**src/rtl/rv32_pkg.sv**
```systemverilog
// Shared RV32I front-end definitions: fetch FSM encoding, IF/ID slot layout
// and small address helpers used by the fetch stage.
package rv32_pkg;

    localparam int              XLEN       = 32;
    localparam logic [XLEN-1:0] NOP_INST   = 32'h0000_0013;
    localparam logic [XLEN-1:0] INST_BYTES = 32'd4;

    typedef enum logic [1:0] {
        S_REQ,
        S_WAIT,
        S_DISCARD
    } fetch_state_t;

    typedef struct packed {
        logic            valid;
        logic [XLEN-1:0] inst;
        logic [XLEN-1:0] pc;
        logic [XLEN-1:0] pc_plus4;
    } if_id_t;

    function automatic logic [XLEN-1:0] word_align(input logic [XLEN-1:0] addr);
        return {addr[XLEN-1:2], 2'b00};
    endfunction

    function automatic logic is_misaligned(input logic [XLEN-1:0] addr);
        return (addr[1:0] != 2'b00);
    endfunction

endpackage

```
**src/rtl/instr_fetch_unit_if_id_reg.sv**
```systemverilog
// IF/ID pipeline slot: holds one fetched instruction with its PC.
// Flush beats load beats drain; an empty slot always carries the fill word.
module if_id_reg
    import rv32_pkg::*;
#(
    parameter logic [XLEN-1:0] FILL_INST = NOP_INST
) (
    input  logic            clk,
    input  logic            reset,
    input  logic            i_flush,
    input  logic            i_load,
    input  logic            i_ready,
    input  logic [XLEN-1:0] i_inst,
    input  logic [XLEN-1:0] i_pc,
    input  logic [XLEN-1:0] i_pc_plus4,
    output if_id_t          o_slot
);

    if_id_t r_slot;
    logic   w_drain;

    assign w_drain = r_slot.valid && i_ready;

    always_ff @(posedge clk) begin
        if (!reset) begin
            r_slot.valid    <= 1'b0;
            r_slot.inst     <= FILL_INST;
            r_slot.pc       <= '0;
            r_slot.pc_plus4 <= '0;
        end else if (i_flush) begin
            r_slot.valid <= 1'b0;
            r_slot.inst  <= FILL_INST;
        end else if (i_load) begin
            r_slot.valid    <= 1'b1;
            r_slot.inst     <= i_inst;
            r_slot.pc       <= i_pc;
            r_slot.pc_plus4 <= i_pc_plus4;
        end else if (w_drain) begin
            // PC fields keep their last value; only valid and the word are cleared.
            r_slot.valid <= 1'b0;
            r_slot.inst  <= FILL_INST;
        end
    end

    assign o_slot = r_slot;

endmodule

```
**src/rtl/instr_fetch_unit.sv**
```systemverilog
// RV32I fetch stage: PC register, single-outstanding instruction memory
// request FSM, redirect handling and the IF/ID slot feeding decode.
module instr_fetch_unit
    import rv32_pkg::*;
#(
    parameter logic [XLEN-1:0] RESET_PC = 32'h0000_0000,
    parameter logic [XLEN-1:0] NOP_INST = rv32_pkg::NOP_INST
) (
    input  logic            clk,
    input  logic            reset,
    output logic            imem_req,
    output logic [XLEN-1:0] imem_addr,
    input  logic [XLEN-1:0] imem_rdata,
    input  logic            imem_valid,
    input  logic            redirect_valid,
    input  logic [XLEN-1:0] redirect_pc,
    input  logic            id_ready,
    output logic            id_valid,
    output logic [XLEN-1:0] id_inst,
    output logic [XLEN-1:0] id_pc,
    output logic [XLEN-1:0] id_pc_plus4,
    output logic            misaligned_err,
    output fetch_state_t    dbg_state
);

    // Decode handshake: the slot content transfers when id_valid && id_ready
    // at a rising edge; id_* are held unchanged while id_valid && !id_ready.
    // Memory side: imem_req is a single-cycle pulse, imem_valid answers it
    // exactly once, and at most one request is ever in flight.

    fetch_state_t    r_state;
    fetch_state_t    w_next_state;
    logic [XLEN-1:0] r_pc;
    logic            r_misaligned;
    logic [XLEN-1:0] w_pc_plus4;
    logic [XLEN-1:0] w_redirect_target;
    logic            w_slot_free;
    logic            w_issue;
    logic            w_capture;
    if_id_t          w_slot;

    assign w_pc_plus4        = r_pc + INST_BYTES;
    assign w_redirect_target = word_align(redirect_pc);
    assign w_slot_free       = !w_slot.valid || id_ready;

    always_ff @(posedge clk) begin
        if (!reset) begin
            r_state <= S_REQ;
        end else begin
            r_state <= w_next_state;
        end
    end

    always_comb begin
        w_next_state = r_state;
        case (r_state)
            S_REQ: begin
                if (!redirect_valid && w_slot_free) begin
                    w_next_state = S_WAIT;
                end
            end
            S_WAIT: begin
                if (imem_valid) begin
                    w_next_state = S_REQ;
                end else if (redirect_valid) begin
                    w_next_state = S_DISCARD;
                end
            end
            S_DISCARD: begin
                if (imem_valid) begin
                    w_next_state = S_REQ;
                end
            end
            default: begin
                w_next_state = S_REQ;
            end
        endcase
    end

    // imem_req is gated by reset so it reads 0 for as long as reset is held.
    always_comb begin
        w_issue   = 1'b0;
        w_capture = 1'b0;
        case (r_state)
            S_REQ: begin
                w_issue = reset && !redirect_valid && w_slot_free;
            end
            S_WAIT: begin
                w_capture = imem_valid && !redirect_valid;
            end
            default: begin
                w_issue   = 1'b0;
                w_capture = 1'b0;
            end
        endcase
    end

    always_ff @(posedge clk) begin
        if (!reset) begin
            r_pc <= RESET_PC;
        end else if (redirect_valid) begin
            r_pc <= w_redirect_target;
        end else if (w_capture) begin
            r_pc <= w_pc_plus4;
        end
    end

    always_ff @(posedge clk) begin
        if (!reset) begin
            r_misaligned <= 1'b0;
        end else begin
            r_misaligned <= redirect_valid && is_misaligned(redirect_pc);
        end
    end

    if_id_reg #(
        .FILL_INST (NOP_INST)
    ) u_if_id (
        .clk        (clk),
        .reset      (reset),
        .i_flush    (redirect_valid),
        .i_load     (w_capture),
        .i_ready    (id_ready),
        .i_inst     (imem_rdata),
        .i_pc       (r_pc),
        .i_pc_plus4 (w_pc_plus4),
        .o_slot     (w_slot)
    );

    assign imem_req       = w_issue;
    assign imem_addr      = r_pc;
    assign id_valid       = w_slot.valid;
    assign id_inst        = w_slot.inst;
    assign id_pc          = w_slot.pc;
    assign id_pc_plus4    = w_slot.pc_plus4;
    assign misaligned_err = r_misaligned;
    assign dbg_state      = r_state;

    // A response with nothing outstanding means the memory broke protocol.
    a_no_stray_resp: assert property (@(posedge clk) disable iff (!reset)
        !(imem_valid && (r_state == S_REQ)));

    a_req_aligned: assert property (@(posedge clk) disable iff (!reset)
        !(imem_req && is_misaligned(r_pc)));

endmodule

```
**config.mk**
```make
export PLATFORM = sky130hd
export DESIGN_NAME = instr_fetch_unit
export DESIGN_NICKNAME = d
export VERILOG_FILES = /design/src/rtl/rv32_pkg.sv /design/src/rtl/instr_fetch_unit_if_id_reg.sv /design/src/rtl/instr_fetch_unit.sv
export SDC_FILE = /design/constraint.sdc
export NUM_CORES = 1
export LEC_CHECK = 0
export CAP_MARGIN = 40
export CORE_ASPECT_RATIO = 1.25
export CORE_MARGIN = 2
export CORE_UTILIZATION = 36
export DETAILED_ROUTE_END_ITERATION = 10
export GPL_TIMING_DRIVEN = 0
export MAX_ROUTING_LAYER = met4
export PLACE_DENSITY = 0.69
export SETUP_SLACK_MARGIN = 0.05
export SYNTH_ARGS = -nofsm -noshare
export SYNTH_HDL_FRONTEND = slang
export SYNTH_SLANG_ARGS = --single-unit
```
**constraint.sdc**
```tcl
create_clock -name clk -period 1.97 [get_ports clk]
set_input_delay 0.197 -clock clk [delete_from_list [all_inputs] [get_ports clk]]
set_output_delay 0.197 -clock clk [all_outputs]
set_load 0.005 [all_outputs]
```
======== Word level (Yosys, flattened, before mapping) ========
Index checks and enable logic that the tools add are counted.
word-level totals
  flip-flop bits (word level) ............. 132
  input bits .............................. 69
  output and inout bits ................... 133
  logic and storage cells ................. 43
operators by class
  add/sub/neg operators ................... 1
  equal/unequal tests ..................... 5
  mux-type cells .......................... 11
  bitwise operators ....................... 2
  reductions and logical operators ........ 16
operators with widths
  operator                                       number
  two-way mux 33 bit                             2
  two-way mux 32 bit                             2
  adder 32 x 3 -> 32 bit, second input constant  1
  two-way mux 2 bit                              4
  logical AND 1 bit                              6
  case mux 2 bit (3 select lines)                1
  nonzero test 2 bit                             3
  != test 2 bit, second input constant           2
  != test 3 bit, second input constant           1
  AND reduction 3 bit                            1
  == test 2 x 1 -> 1 bit, second input constant  1
  == test 2 bit, second input constant           1
  logical NOT 1 bit                              2
  logical NOT 2 bit                              1
  two-way mux 1 bit                              2
  NOT 1 bit                                      2
  AND reduction 2 bit                            1
  OR reduction 2 bit                             1
  logical OR 1 bit                               1

======== Logic depth before layout (Yosys ltp) ========
Gate-level depths: netlist (run 1).
  depth in word-level cells ............... 5
  mapped depth ............................ 7
  gate-level depth less buffers ........... 6

======== By module ========
A second synthesis (run 1) with hierarchy kept.
second synthesis, totals
  cell total of the unflattened synthesis .. 641
  area total of the unflattened synthesis .. 5642.9 sq um
modules (own cells, without submodules)
  module            times used  cells each  area an instance (sq um)  sequential area each (sq um)
  if_id_reg         1           359         3409.5                    1941.9
  instr_fetch_unit  1           282         2233.4                    660.6

======== Worst setup path after synthesis (run 1) ========
No wires, ideal clock.
  path kind ............................... reg-to-reg
  start ................................... reg r_pc[2], in the netlist imem_addr[2]
  end ..................................... reg r_pc[30], in the netlist imem_addr[30]
  setup time .............................. 0.074 ns
  data arrival time ....................... 1.772 ns
  slack ................................... 0.124 ns
  cell stages (with the launch flop) ...... 7
  period minus slack after synthesis ...... 1.846 ns
  cell sequence ........................... dfxtp_1 ha_1 nand3_1 nor3_2 nand3_1 or3_1 a31oi_1
on the way
  word-level cells in the longest chain between the ends .. 3
RTL lines
  what                    RTL line                 source
  start, declared         instr_fetch_unit.sv:33   logic [XLEN-1:0] r_pc;
  start signal, assigned  instr_fetch_unit.sv:102  r_pc <= w_redirect_target;
  start signal, assigned  instr_fetch_unit.sv:104  r_pc <= w_pc_plus4;
  adder 32 x 3 -> 32 bit  instr_fetch_unit.sv:42   assign w_pc_plus4 = r_pc + INST_BYTES;
  two-way mux 32 bit      instr_fetch_unit.sv:103  end else if (w_capture) begin
  two-way mux 32 bit      instr_fetch_unit.sv:101  end else if (redirect_valid) begin
Every way passes these cells. The select of a mux whose other input is x is not followed.
A chain may end at the register's enable or synchronous reset.

======== Worst setup path after layout (run 1) ========
  start ................................... reg r_pc[4], in the netlist imem_addr[4]
  end ..................................... reg u_if_id.r_slot, in the netlist u_if_id.o_slot[23]
on the way
  word-level cells in the longest chain between the ends .. 1
RTL lines
  what                    RTL line                          source
  adder 32 x 3 -> 32 bit  instr_fetch_unit.sv:42
  end, declared           instr_fetch_unit_if_id_reg.sv:19  if_id_t r_slot;
Every way passes these cells.

==> results.md, run 1 <==
* Layout Skew at roughly 16 ps
* GR Overflow Total at 0
* Clock power frac at 0.467
* I/O Pins at around 200
* Final critical-path share of the clock period at 0.9537
* Pwr per Cell Area at between 700 and 800 nW/um^2
* Number of CTS-inserted buffers at 17
* Utilization after layout at 0.5667
* Setup Crit Path Kind: register to register
* Mapped Cells at around 640
* Die area at 16,040 um^2
* Final setup fails at 0
* Iteration-0 DRC Markers at 266
* Worst hold slack at about 340 ps
* First-pass GRT wire length at approximately 28 mm
* Slowest stage delay, CP at roughly 330 ps
* Drt pass-1 iters at 5
* NumNets Final at about 940
* Clock tree root buffer cell: clkbuf_16
* Leak at roughly 3.0 nW
* CP Launch Type: register
* Register bit total from synthesis at 126
* Clk sinks at between 100 and 150
* EDFF count, synth at 0
* Comb power frac at 0.109
* P&R area growth vs syn at 55.19%
* Final cell count without fillers at around 1,100
* Sw frac at 0.2655
* # diodes at 0
* Critical Path RT at 2260 ps
* Post-route DRC at 0
* Synth Warn # at 0
* TritonCTS clock tree: done
* Setup slack at placement at -685.5 ps
* Final min period at 1879 ps
* Slew Limit Headroom at 0.5370
* Clock Latency Late Sink at around 420 ps
* Commonest cells after routing, fill and taps aside: 192 x clkdlybuf4s50_1, 120 x dfxtp_1, 84 x nand2_1, 72 x a21oi_1, 54 x nor2_1
* Clock Tree Buf Depth at 2
* Post-synthesis sequential area ratio at 0.4659
* Synth async-reset ratio at 0
* Die span in y at between 100 and 150 um
* Critical path, cell by cell: buf_2, and4_1, nand3_2, nor4_2, xnor2_1, a21oi_1
* DPL Wire Length at about 13 mm
* Synth top area cells: dfxtp_1 47%, a21oi_1 6.7%, nand2_1 6.0%
* Worst-Margin Slew at 694.5 ps
* Routed wire per std cell at roughly 17 um
* Status: complete, no violations
* NetSw at about 0.0017 W
* Layout cells sized above 1 at 0.1297
* Die width at 113.7 um
* Gpl congestion at between 0.7 and 0.8
* Clock transition at the registers of the reported paths at about 60 ps
* Final Slew Violations at 0
* CP max stage cell: nor4_2
* Avg Cell Area, Syn at between 8 and 9 um^2
* Initial antenna violation count at 0
* Port buffer count at between 150 and 200
* Largest net degree at the start of global routing at 17
* Crit path arrival time at about 2200 ps
* Synth Flop Type: dfxtp_1
* Commonest non-fill, non-tap cell in the layout: clkdlybuf4s50_1
* Worst min path class: primary input to register
* Internal at between 0.004 and 0.005 W
* Vias at between 5,000 and 6,000
* Placed Cells at 1,017
* Critical path peak fanout at 9
* Max Cap Viol at 0
* Fmax at about 0.53 GHz
* Vias in the first global route at roughly 5,400
* Synthesized area at roughly 5400 um^2
* Routed WL at approximately 18 mm
* CP Capture Type: register
* CTS H-tree lvls at 4
* Initial Util at 0.3651
* Core footprint at roughly 15,000 um^2
* Cell taking the most area after synthesis: dfxtp_1
* Final worst setup slack at slightly above 90 ps
* Routed Antenna Nets at 0
* Gr usage total at 0.2337
* Sequential power share at 0.424
* Synth top area share at 0.4659
* DR vias/cell at 5.127
* Core Rows at 50
* Fin. Hold Viols at 0
* Peak VDD IR at 635.5 uV
* Synth cell types at 47
* RSZ-0062 raised after global routing: true
metrics by stage:
step	total power [W]	area, um^2	TNS (ps)
CTS	0.006421	8297	0
finish	0.006400	8402	0
floorplan	0.003032	5433	0
global route	0.006631	8402	0
global placement	0.003439	7612	-57790
detailed placement	0.003441	7612	-57950
flip-flops by register name (all words and copies together) (netlist names):
name            flops
u_if_id.o_slot     93
dbg_state           2
imem_addr          30
misaligned_err      1
kinds of logic (layout without fill, tap and decap cells):
logic type	count (synthesis)	count (layout)	synth area share
flip-flops	126	126	0.4659
buffers and inverters	65	304	0.05570
multiplexers	2	2	0.003929
AO/OA/AOI/OAI	169	169	0.1819
XOR/XNOR	53	53	0.08574
AND/OR/NAND/NOR	218	218	0.2038
adder cells (fa/ha/maj)	1	1	0.002311
other	1	6	0.0006927
synthesized netlist by cell type (2+ instances only):
library cell / instances
dfxtp_1: 126
nand2_1: 87
a21oi_1: 72
nor2_1: 55
o21ai_0: 45
clkbuf_1: 32
xnor2_1: 30
a22oi_1: 29
xor2_1: 23
buf_2: 18
nand3_1: 17
a211oi_1: 11
nand4_1: 9
nor4_2: 9
and3_1: 7
and4_1: 7
buf_4: 7
nor3_1: 6
and2_1: 4
or3_1: 4
a311oi_1: 3
inv_1: 3
o22ai_1: 3
a31oi_1: 2
buf_1: 2
nand2b_1: 2
nor4_1: 2
critical path: cells and delay by family, from the launching register on:
family	cells	cell delay [ps]
compound gates	1	100
simple gates	3	940
flops	1	320
xor+xnor	1	170
buf+inv	1	220
path summary, 6_finish.rpt:
kind | end | cells after the start | slack [ps] | from
max | u_if_id.o_slot[23] | 6 | 90 | imem_addr[4]
min reg2reg | u_if_id.o_slot[63] | 2 | 450 | u_if_id.o_slot[63]
min | u_if_id.o_slot[30] | 3 | 340 | reset
max reg2reg | u_if_id.o_slot[23] | 6 | 90 | imem_addr[4]
per-layer routing:
metal | track usage | routed length (um)
met1 | 0.2745 | 7703
met2 | 0.3747 | 8635
met3 | 0.06836 | 1360
met4 | 0.09564 | 590
met5 | - | 0
final cells by class:
class                           count  area (um^2)
Clock inverter                     14        125.1
Fill cell                        1390         6425
Timing Repair Buffer              207         2049
Clock buffer                       18        439.2
Tap cell                          182        227.7
Buffer                             61        326.6
Sequential cell                   126         2532
Multi-Input combinational cell    449         2686
Inverter                            4        15.01
timing repair:
action	4_1_cts	5_1_grt
setup endpoints to repair	105	85
buffers inserted	8	4
hold buffers	0	0
resized for setup	23	35
pin swaps	5	2
power groups by stage:
| stage | registers, W | logic (W) | clock network [W] |
|---|---|---|---|
| 3_3_place_gp | 0.00277 | 0.000674 | 0 |
| 6_report | 0.00271 | 0.000699 | 0.00299 |
| 4_1_cts | 0.00271 | 0.000689 | 0.00302 |
| 5_1_grt | 0.00272 | 0.000758 | 0.00315 |
| 2_1_floorplan | 0.00275 | 0.000278 | 0 |
| 3_5_place_dp | 0.00277 | 0.000675 | 0 |
Power figures use the tool's default switching activity.
==> run 2, diff against run 1 <==
--- a/config.mk
+++ b/config.mk
@@ -13,6 +13,7 @@
 export GPL_TIMING_DRIVEN = 0
 export MAX_ROUTING_LAYER = met4
 export PLACE_DENSITY = 0.69
+export RECOVER_POWER = 50
 export SETUP_SLACK_MARGIN = 0.05
 export SYNTH_ARGS = -nofsm -noshare
 export SYNTH_HDL_FRONTEND = slang
==> run 2 against run 1 <==
  * Critical path depth unchanged
  * Sequential power about the same
  * Sequential cell count is the same
  * Clock power hardly changed
  * Die area unchanged
==> results.md, run 2 (synthesized netlist as in run 1, its figures left out) <==
* Post-DP Area at approximately 7600 um^2
* CTS H-tree lvls at 4
* Setup_tns at 0 ps
* Setup Crit Path Kind: register to register
* Fin. Hold Viols at 0
* Core footprint at 14,830 um^2
* Crit path arrival time at ~2200 ps
* NumNets Final at 936
* Gpl congestion at ~0.80
* Iteration-0 DRC Markers at roughly 250
* Final min period at approximately 1900 ps
* Clock Latency Late Sink at between 400 and 500 ps
* Worst min path class: primary input to register
* Hold_buf cts at 0
* Largest net degree at the start of global routing at 17
* Commonest cells after routing, fill and taps aside: 121 x dfxtp_1, 108 x dlygate4sd3_1, 84 x nand2_1, 84 x clkdlybuf4s50_1, 72 x a21oi_1
* Slew Limit Headroom at 0.5388
* Utilization after layout at 0.5663
* Final critical-path share of the clock period at 0.9495
* Reg-to-reg startpoint: imem_addr[4]
* Drt pass-1 iters at 4
* Pwr per Cell Area at ~760 nW/um^2
* RSZ-0062 raised after global routing: true
* Clock tree root buffer cell: clkbuf_16
* Clk sinks at about 130
* Peak VDD IR at approximately 640 uV
* Routed wire per std cell at 17.13 um
* Status: complete, no violations
* Max Cap Viol at 0
* Critical Path RT at ~2300 ps
* Routed Antenna Nets at 0
* CP Launch Type: register
* Worst-Margin Slew at around 690 ps
* Min-delay src: reset
* Core Rows at 50
* Fmax at around 0.53 GHz
* Leak at around 3.3 nW
* Final setup fails at 0
* Worst setup path start: imem_addr[4]
* Initial antenna violation count at 0
* DR vias/cell at between 5 and 6
* Layout cells sized above 1 at 0.1274
* Final instance area at between 8000 and 9000 um^2
* Final Slew Violations at 0
* P&R area growth vs syn at 55.10%
* DPL Wire Length at about 13 mm
* # diodes at 0
* Die area at between 15,000 and 20,000 um^2
* First-pass GRT wire length at approximately 28 mm
* Clock transition at the registers of the reported paths at 60 ps
* Max FFs per register at slightly above 90
* Routed WL at between 15 and 20 mm
* Layout Skew at 10.87 ps
* Critical path peak fanout at 9
* Number of CTS-inserted buffers at 17
* Post-route DRC at 0
* Vias in the first global route at around 5,400
* Clock Tree Buf Depth at 2
* Port buffer count at 195
* I/O Pins at roughly 200
* CP Capture Type: register
* Vias at around 5,400
* Die span in y at approximately 140 um
* Total Power at approximately 0.0064 W
* Commonest non-fill, non-tap cell in the layout: dfxtp_1
* Initial Util at 0.3651
* GR Overflow Total at 0
* TritonCTS clock tree: done
* Gr usage total at 0.2337
* Die width at ~110 um
[run 2: changes by cell type in the layout (fill, tap and decap cells not counted), sizes merged]
cell | before | now
clkbuf | 56 | 57
dlymetal6s2s | 1 | 0
buf | 35 | 34
clkdlybuf4s50 | 192 | 84
dlygate4sd3 | 0 | 108
clkdlybuf4s25 | 0 | 1
[run 2: path summary, 6_finish.rpt]
kind / depth (start not counted) / slack (ps) / end
setup / recovery: 6 / 100 / u_if_id.o_slot[23]
hold / removal: 3 / 340 / u_if_id.o_slot[30]
setup reg to reg: 6 / 100 / u_if_id.o_slot[23]
hold reg to reg: 2 / 450 / u_if_id.o_slot[44]
[run 2: where the power goes]
group / internal (W) / switching, W
Clock: 0.00169 / 0.00130
Sequential: 0.00263 / 0.0000828
Combinational: 0.000364 / 0.000315
[run 2: worst max-delay path, cell delays in order, from the launching register on]
cell,delay [ps]
dfxtp_1,310
buf_2,220
and4_1,320
nand3_2,290
nor4_2,330
xnor2_1,170
a21oi_1,100
[run 2: repair_timing]
item	in CTS	in global routing
endpoints found under the setup margin	105	85
endpoints found under the hold margin	0	0
setup buffers	8	4
resized for setup	23	35
pin swaps	5	2
[run 2: area by class of cell]
| type | count | area, um^2 |
|---|---|---|
| fillers | 1393 | 6430 |
| multi-input cells | 449 | 2686 |
| flip-flops and latches | 126 | 2531 |
| repair buffers | 207 | 2047 |
| clock buffers | 18 | 439.2 |
| plain buffers | 61 | 325.3 |
| well taps | 182 | 227.7 |
| clock inverters | 14 | 125.1 |
| inverters | 4 | 15.01 |
[run 2: metrics by stage]
step	instances	setup slack, ps	hold slack, ps
final	1061	99.57	338.2
after global routing	1061	17.85	384.1
after CTS	1057	52.00	324.5
after detailed placement	1017	-685.5	447.5
after global placement	1017	-702.4	443.0
after floorplan	640	124.0	273.6
[run 2: metal layers]
metal  wire, um  global-route usage  up-vias  part of all wire
met2       8714              0.3747      201              0.48
met5          0                   -        -                 0
li1           -                   -     2662                 -
met1       7690              0.2745     2509              0.42
met3       1288             0.06836       36             0.071
met4        482             0.09564        0             0.027
